**config.mk**
```make
export PLATFORM = sky130hd
export DESIGN_NAME = move_arbiter_flat
export DESIGN_NICKNAME = d
export VERILOG_FILES = /design/src/rtl/tetris_input_pkg.sv /design/src/rtl/move_arbiter_if.sv /design/src/rtl/move_rr_pick.sv /design/src/rtl/move_arbiter.sv /design/src/flat_wrapper.sv
export SDC_FILE = /design/constraint.sdc
export NUM_CORES = 1
export LEC_CHECK = 0
export ABC_AREA = 1
export BUFFER_PORTS_ARGS = -buffer_cell sky130_fd_sc_hd__buf_4
export CAP_MARGIN = 10
export CORE_ASPECT_RATIO = 0.8
export CORE_MARGIN = 2
export CORE_UTILIZATION = 45
export DETAILED_ROUTE_END_ITERATION = 12
export PLACE_DENSITY = 0.68
export SLEW_MARGIN = 20
export SYNTH_ARGS = -nofsm -noshare
export SYNTH_HDL_FRONTEND = slang
export SYNTH_HIERARCHICAL = 1
export SYNTH_SLANG_ARGS = --single-unit
```
**constraint.sdc**
```tcl
create_clock -name clk -period 1.8 [get_ports clk]
set_input_delay 0.09 -clock clk [delete_from_list [all_inputs] [get_ports clk]]
set_output_delay 0.09 -clock clk [all_outputs]
set_load 0.005 [all_outputs]
```
**src/rtl/tetris_input_pkg.sv**
```systemverilog
// Shared move indices, arbiter state encodings and default timing constants
// for the Tetris button-to-engine input path.
package tetris_input_pkg;

    localparam int unsigned MOVE_LEFT   = 0;
    localparam int unsigned MOVE_RIGHT  = 1;
    localparam int unsigned MOVE_ROTATE = 2;
    localparam int unsigned MOVE_DROP   = 3;
    localparam int unsigned NumMoves    = 4;

    localparam logic [23:0] DefTimeoutCycles = 24'd1_000_000;
    localparam logic [23:0] DefRepeatDelay   = 24'd10_000_000;
    localparam logic [23:0] DefRepeatRate    = 24'd2_500_000;
    localparam logic [3:0]  DefRepeatMask    = 4'b1011;

    // One-hot so the state register doubles as the debug LED pattern.
    typedef enum logic [3:0] {
        StIdle  = 4'b0001,
        StIssue = 4'b0010,
        StWait  = 4'b0100,
        StAck   = 4'b1000
    } arb_state_e;

    function automatic logic [1:0] onehot_to_idx(input logic [3:0] oh);
        return {oh[3] | oh[2], oh[3] | oh[1]};
    endfunction

endpackage

```
**src/rtl/move_arbiter_if.sv**
```systemverilog
// Move request/grant bundle between the button controllers, the arbiter and
// the piece-motion engine.
interface move_arbiter_if;

    logic [3:0] iReq;
    logic [3:0] iHeld;
    logic       iEngineReady;
    logic       iMoveDone;
    logic [3:0] oMove;
    logic       oMoveValid;
    logic [3:0] oAck;
    logic       oBusy;
    logic       oTimeout;
    logic [3:0] LEDs;

    modport slave (
        input  iReq, iHeld, iEngineReady, iMoveDone,
        output oMove, oMoveValid, oAck, oBusy, oTimeout, LEDs
    );

    modport master (
        output iReq, iHeld, iEngineReady, iMoveDone,
        input  oMove, oMoveValid, oAck, oBusy, oTimeout, LEDs
    );

endinterface

```
**src/rtl/move_rr_pick.sv**
```systemverilog
// Combinational 4-way round-robin picker: search starts one past last_i and
// wraps 3 -> 0; output is the one-hot winner (zero when nothing requests).
module move_rr_pick
    import tetris_input_pkg::*;
(
    input  logic [3:0] req_i,
    input  logic [1:0] last_i,
    output logic [3:0] win_o
);

    logic [1:0] idx;
    logic       found;

    always_comb begin
        win_o = '0;
        found = 1'b0;
        idx   = '0;
        for (int i = 1; i <= int'(NumMoves); i++) begin
            idx = last_i + 2'(i);
            if (!found && req_i[idx]) begin
                win_o[idx] = 1'b1;
                found      = 1'b1;
            end
        end
    end

endmodule

```
**src/rtl/move_arbiter.sv**
```systemverilog
// Round-robin arbiter from the four button controllers onto the engine move port.
// Optional hold-to-repeat tracker enabled by defining MOVE_AUTOREPEAT_EN.
module move_arbiter
    import tetris_input_pkg::*;
#(
    parameter logic [23:0] TIMEOUT_CYCLES = DefTimeoutCycles,
    parameter logic [23:0] REPEAT_DELAY   = DefRepeatDelay,
    parameter logic [23:0] REPEAT_RATE    = DefRepeatRate,
    parameter logic [3:0]  REPEAT_MASK    = DefRepeatMask
) (
    input  logic           clk,
    input  logic           iReset,
    move_arbiter_if.slave  bus
);

    arb_state_e  state_q, state_d;
    logic [3:0]  grant_q, grant_d;
    logic [1:0]  last_grant_q, last_grant_d;
    logic [3:0]  ack_mask_q, ack_mask_d;
    logic [23:0] wd_q, wd_d;
    logic        timeout_q, timeout_d;
    logic [3:0]  rpt_req;
    logic [3:0]  eff_req;
    logic [3:0]  win;

    // The just-acknowledged requester is blocked for one IDLE cycle in case its
    // button has not yet dropped oSignal.
    assign eff_req = (bus.iReq | rpt_req) & ~ack_mask_q;

    move_rr_pick u_pick (
        .req_i  (eff_req),
        .last_i (last_grant_q),
        .win_o  (win)
    );

    always_comb begin
        state_d      = state_q;
        grant_d      = grant_q;
        last_grant_d = last_grant_q;
        ack_mask_d   = '0;
        wd_d         = '0;
        timeout_d    = timeout_q;
        unique case (state_q)
            StIdle: begin
                if ((eff_req != '0) && bus.iEngineReady) begin
                    grant_d = win;
                    state_d = StIssue;
                end
            end
            StIssue: state_d = StWait;
            StWait: begin
                if (bus.iMoveDone) begin
                    state_d = StAck;
                end else if (wd_q >= TIMEOUT_CYCLES - 24'd1) begin
                    timeout_d = 1'b1;
                    state_d   = StAck;
                end else begin
                    wd_d = (wd_q == '1) ? wd_q : wd_q + 24'd1;
                end
            end
            StAck: begin
                last_grant_d = onehot_to_idx(grant_q);
                ack_mask_d   = grant_q;
                state_d      = StIdle;
            end
            default: state_d = StIdle;
        endcase
    end

    always_ff @(posedge clk) begin
        if (iReset) begin
            state_q      <= StIdle;
            grant_q      <= '0;
            last_grant_q <= 2'd3;
            ack_mask_q   <= '0;
            wd_q         <= '0;
            timeout_q    <= 1'b0;
        end else begin
            state_q      <= state_d;
            grant_q      <= grant_d;
            last_grant_q <= last_grant_d;
            ack_mask_q   <= ack_mask_d;
            wd_q         <= wd_d;
            timeout_q    <= timeout_d;
        end
    end

    assign bus.oMove      = ((state_q == StIssue) || (state_q == StWait)) ? grant_q : '0;
    assign bus.oMoveValid = (state_q == StIssue);
    assign bus.oAck       = (state_q == StAck) ? grant_q : '0;
    assign bus.oBusy      = (state_q != StIdle);
    assign bus.oTimeout   = timeout_q;
    assign bus.LEDs       = state_q;

`ifdef MOVE_AUTOREPEAT_EN
    logic        rpt_armed_q, rpt_armed_d;
    logic [1:0]  rpt_idx_q, rpt_idx_d;
    logic [23:0] rpt_cnt_q, rpt_cnt_d;
    logic [3:0]  rpt_req_q, rpt_req_d;
    logic [1:0]  ack_idx;

    assign ack_idx = onehot_to_idx(grant_q);

    always_comb begin
        rpt_armed_d = rpt_armed_q;
        rpt_idx_d   = rpt_idx_q;
        rpt_cnt_d   = (rpt_cnt_q != '0) ? rpt_cnt_q - 24'd1 : '0;
        rpt_req_d   = rpt_req_q;
        if (state_q == StAck) begin
            if (REPEAT_MASK[ack_idx] && bus.iHeld[ack_idx]) begin
                // An acknowledged repeat switches to the faster repeat rate.
                rpt_armed_d = 1'b1;
                rpt_idx_d   = ack_idx;
                rpt_cnt_d   = (rpt_armed_q && (rpt_idx_q == ack_idx) && rpt_req_q[ack_idx])
                              ? REPEAT_RATE : REPEAT_DELAY;
                rpt_req_d   = '0;
            end else begin
                rpt_armed_d = 1'b0;
                rpt_cnt_d   = '0;
                rpt_req_d   = '0;
            end
        end else if (rpt_armed_q && !bus.iHeld[rpt_idx_q]) begin
            rpt_armed_d = 1'b0;
            rpt_cnt_d   = '0;
            rpt_req_d   = '0;
        end else if (rpt_armed_q && (rpt_cnt_q == '0)) begin
            rpt_req_d[rpt_idx_q] = 1'b1;
        end
    end

    always_ff @(posedge clk) begin
        if (iReset) begin
            rpt_armed_q <= 1'b0;
            rpt_idx_q   <= '0;
            rpt_cnt_q   <= '0;
            rpt_req_q   <= '0;
        end else begin
            rpt_armed_q <= rpt_armed_d;
            rpt_idx_q   <= rpt_idx_d;
            rpt_cnt_q   <= rpt_cnt_d;
            rpt_req_q   <= rpt_req_d;
        end
    end

    assign rpt_req = rpt_req_q;
`else
    logic unused_rpt;
    assign unused_rpt = ^{REPEAT_DELAY, REPEAT_RATE, REPEAT_MASK, bus.iHeld};
    assign rpt_req    = '0;
`endif

endmodule

```
**src/flat_wrapper.sv**
```systemverilog
// flat-port wrapper written by rule: the top's interface ports become plain ports
module move_arbiter_flat import tetris_input_pkg::*;
#(
    parameter logic [23:0] TIMEOUT_CYCLES = DefTimeoutCycles,
    parameter logic [23:0] REPEAT_DELAY   = DefRepeatDelay,
    parameter logic [23:0] REPEAT_RATE    = DefRepeatRate,
    parameter logic [3:0]  REPEAT_MASK    = DefRepeatMask
)
  (clk, iReset, bus_iReq, bus_iHeld, bus_iEngineReady, bus_iMoveDone, bus_oMove, bus_oMoveValid, bus_oAck, bus_oBusy, bus_oTimeout, bus_LEDs);
  move_arbiter_if bus_i ();
  input  logic clk;
  input  logic iReset;
  input wire logic [$bits(bus_i.iReq)-1:0] bus_iReq;
  input wire logic [$bits(bus_i.iHeld)-1:0] bus_iHeld;
  input wire logic [$bits(bus_i.iEngineReady)-1:0] bus_iEngineReady;
  input wire logic [$bits(bus_i.iMoveDone)-1:0] bus_iMoveDone;
  output wire logic [$bits(bus_i.oMove)-1:0] bus_oMove;
  output wire logic [$bits(bus_i.oMoveValid)-1:0] bus_oMoveValid;
  output wire logic [$bits(bus_i.oAck)-1:0] bus_oAck;
  output wire logic [$bits(bus_i.oBusy)-1:0] bus_oBusy;
  output wire logic [$bits(bus_i.oTimeout)-1:0] bus_oTimeout;
  output wire logic [$bits(bus_i.LEDs)-1:0] bus_LEDs;
  assign bus_i.iReq = bus_iReq;
  assign bus_i.iHeld = bus_iHeld;
  assign bus_i.iEngineReady = bus_iEngineReady;
  assign bus_i.iMoveDone = bus_iMoveDone;
  assign bus_oMove = bus_i.oMove;
  assign bus_oMoveValid = bus_i.oMoveValid;
  assign bus_oAck = bus_i.oAck;
  assign bus_oBusy = bus_i.oBusy;
  assign bus_oTimeout = bus_i.oTimeout;
  assign bus_LEDs = bus_i.LEDs;
  move_arbiter #(.TIMEOUT_CYCLES(TIMEOUT_CYCLES), .REPEAT_DELAY(REPEAT_DELAY), .REPEAT_RATE(REPEAT_RATE), .REPEAT_MASK(REPEAT_MASK)) u_core (.clk(clk), .iReset(iReset), .bus(bus_i));
endmodule
```
==> reports/metrics.cfg <==
[synth]
synthAdderAreaFrac_pct=4.787
synth_cell_types=28
yosys.area_share.simple_pct=45.90
synthMuxAreaShare_pct=0
ys_seq_area_share_pct=33.19
synth.cell_area_um2=2352
synthCells=359
yosys_warnings=6
synth_compound_area_share_pct=5.372
synth_seq_cells=39
synth_top_family_by_area=simple AND/OR/NAND/NOR gates
synth_xor_area_share_pct=0.3723
syn_area_per_cell_um2=6.552

[setup_path]
r2r_start=u_core/wd_q[1]
rrSetupSlack_ns=0.16
worstSetupEndpointType=register
crit_type=reg -> reg
startpoint_type=register
rr_worst_depth=8
cp.required_ns=1.98
critPathMaxFanout=9
critPathArrivalTime_ns=1.82
r2r-end=u_core/wd_q[2]

[timing]
slew_violations=0
period_share_pct=91.25
setup_ws_ns=0.1574
holdWs_ns=0.08334
setup_viol=0
fin_worst_skew_ns=0.009961
final-hold-violation-count=0
period_minus_slack_ns=1.643
clock.fmax_mhz=608.8

[cells_and_area]
area_growth_pct=18.62
n_antenna_cell=0
finalInstanceArea_um2=2790
fillers=503
utilization_pct=55.40
fin_nets=419
drive_gt1_share_pct=18.59

[pwr]
ir_drop_uv=371.3
leakagePower_nw=1.240
finalPower_mw=1.684
powerDensity_nw_per_um2=603.6

[clock_tree]
clk_latency_ns=0.29
cts.sinks=39
hold_buffers=0
cts_made_buffers=5
clockBufferDepth=2
clk_pin_slew_worst_paths_ns=0.07
tritoncts=done
cts-htree-levels=2
cts-root-buf=clkbuf_8

[run]
drv_cap=0

[die]
io_pins=27
core_um2=5036
num_rows=23
die_w_um=84.84
die_h_um=68.67
start_util_pct=46.71
die_area_um2=5825

[placement]
io_buffers=22
dp_hpwl_um=3810
place.gp.congestion=0.8313
post-place-ws_ns=0.1032
post_dp_cell_area_um2=2646

[global_routing]
grt_pass1_wl_um=8707
overflow=0
grt_max_degree=19
antenna_found_initial=0
grt_pass1_vias=1930
grt_usage_pct=18.84

[route]
routedWlPerCell_um=10.97
totalWireLength_um=5047
drt_iter0_drc=203
num_vias=2227
ant_nets=0
viasPerCell=4.841
dr.pass1.iters=7
drc=0

[min_path]
holdPathEnd=u_core/ack_mask_q[3]
worstHoldPathType=in -> reg
min_from=iReset
min_path_cells=2

[run_status]
status=complete, no violations

-- worst max-delay path, stage by stage (launching register included) --
cell and delay [ns]:
dfxtp_1 0.35, ha_2 0.22, nand3_2 0.12, nor2_4 0.13, inv_1 0.11, nor2_4 0.17, nand3_2 0.20, a21oi_1 0.18
nor2_1 0.05
-- layer usage --
metal  part of all wire, %  track usage [%]  wire [um]
met1                    55            27.55       2786
met4                  0.73            3.571         37
met5                     0                0          0
met3                   5.1            5.595        257
met2                    39            27.56       1965
-- cells in the final DEF, fill, tap and decap left out, drive strengths merged --
master,synthesis,final
clkbuf,1,5
buf,2,31
nor3,6,6
nor4,2,2
o21ai,6,6
inv,57,57
xnor2,1,1
a21oi,18,18
nand3b,1,1
or2,2,2
clkinv,0,2
ha,9,9
nor2,70,70
conb,1,4
nand4,4,4
nand2,87,87
nand3,52,53
a31oi,1,1
dfxtp,39,39
-- cell families after synthesis --
family | after synthesis
AOI/OAI and AO/OA | 25
xor gates and xnor gates | 1
adders and majority gates | 9
buffers and inverters | 60
DFF | 39
other | 1
and+or+nand+nor | 224
-- power breakdown --
group	internal (mW)	total [mW]	switching (mW)
Clock	0.265	0.566	0.301
Combinational	0.0842	0.206	0.122
Sequential	0.892	0.913	0.0205
Total	1.24	1.68	0.443
-- layout make-up --
class	instances	area (um2)	area share, %
clock buffers	5	68.82	2.466
clock inverters	2	13.76	0.4933
inverters	57	214.0	7.668
multi-input cells	264	1388	49.73
flip-flops and latches	39	783.3	28.07
well taps	62	77.57	2.780
repair buffers	31	245.2	8.789
-- registers in the layout (all words and copies together) (netlist names) --
signal and count:
u_core/bus.oTimeout 1, u_core/grant_q 4, u_core/wd_q 24, u_core/ack_mask_q 4, u_core/last_grant_q 2, u_core/bus.LEDs 4
-- worst max-delay path by stage --
stage,start,end,cells past startpoint
final,u_core/wd_q[1],u_core/wd_q[2],8
after global routing,u_core/wd_q[1],u_core/wd_q[3],9
after CTS,u_core/bus.LEDs[2],bus_oMove[0],5
after detailed placement,u_core/wd_q[0],u_core/wd_q[17],10
after global placement,u_core/wd_q[0],u_core/wd_q[3],9
after floorplan,u_core/last_grant_q[1],u_core/grant_q[0],11
-- through the flow --
stage                     setup TNS (ns)  cells
after floorplan                        0    362
after global placement                 0    450
after detailed placement               0    450
after CTS                              0    457
after global routing            -0.03927    460
final                                  0    460
-- cell usage after synthesis, drive strengths merged --
cell	count	area [um2]
nand2	87	354.1
nor2	70	327.8
inv	57	214.0
nand3	52	292.8
dfxtp	39	780.8
a21oi	18	90.09
ha	9	112.6
nor3	6	35.03
o21ai	6	30.03
nand4	4	31.28
buf	2	22.52
nor4	2	18.77
or2	2	12.51
a31oi	1	6.260
clkbuf	1	3.750
conb	1	3.750
nand3b	1	7.510
xnor2	1	8.760
-- repair_timing --
action,in CTS,in global routing
setup buffers,0,2
gates resized for setup,0,8
setup endpoints to repair,0,24
hold endpoints to repair,0,0
Note: power is estimated with default switching activity, not from simulation.
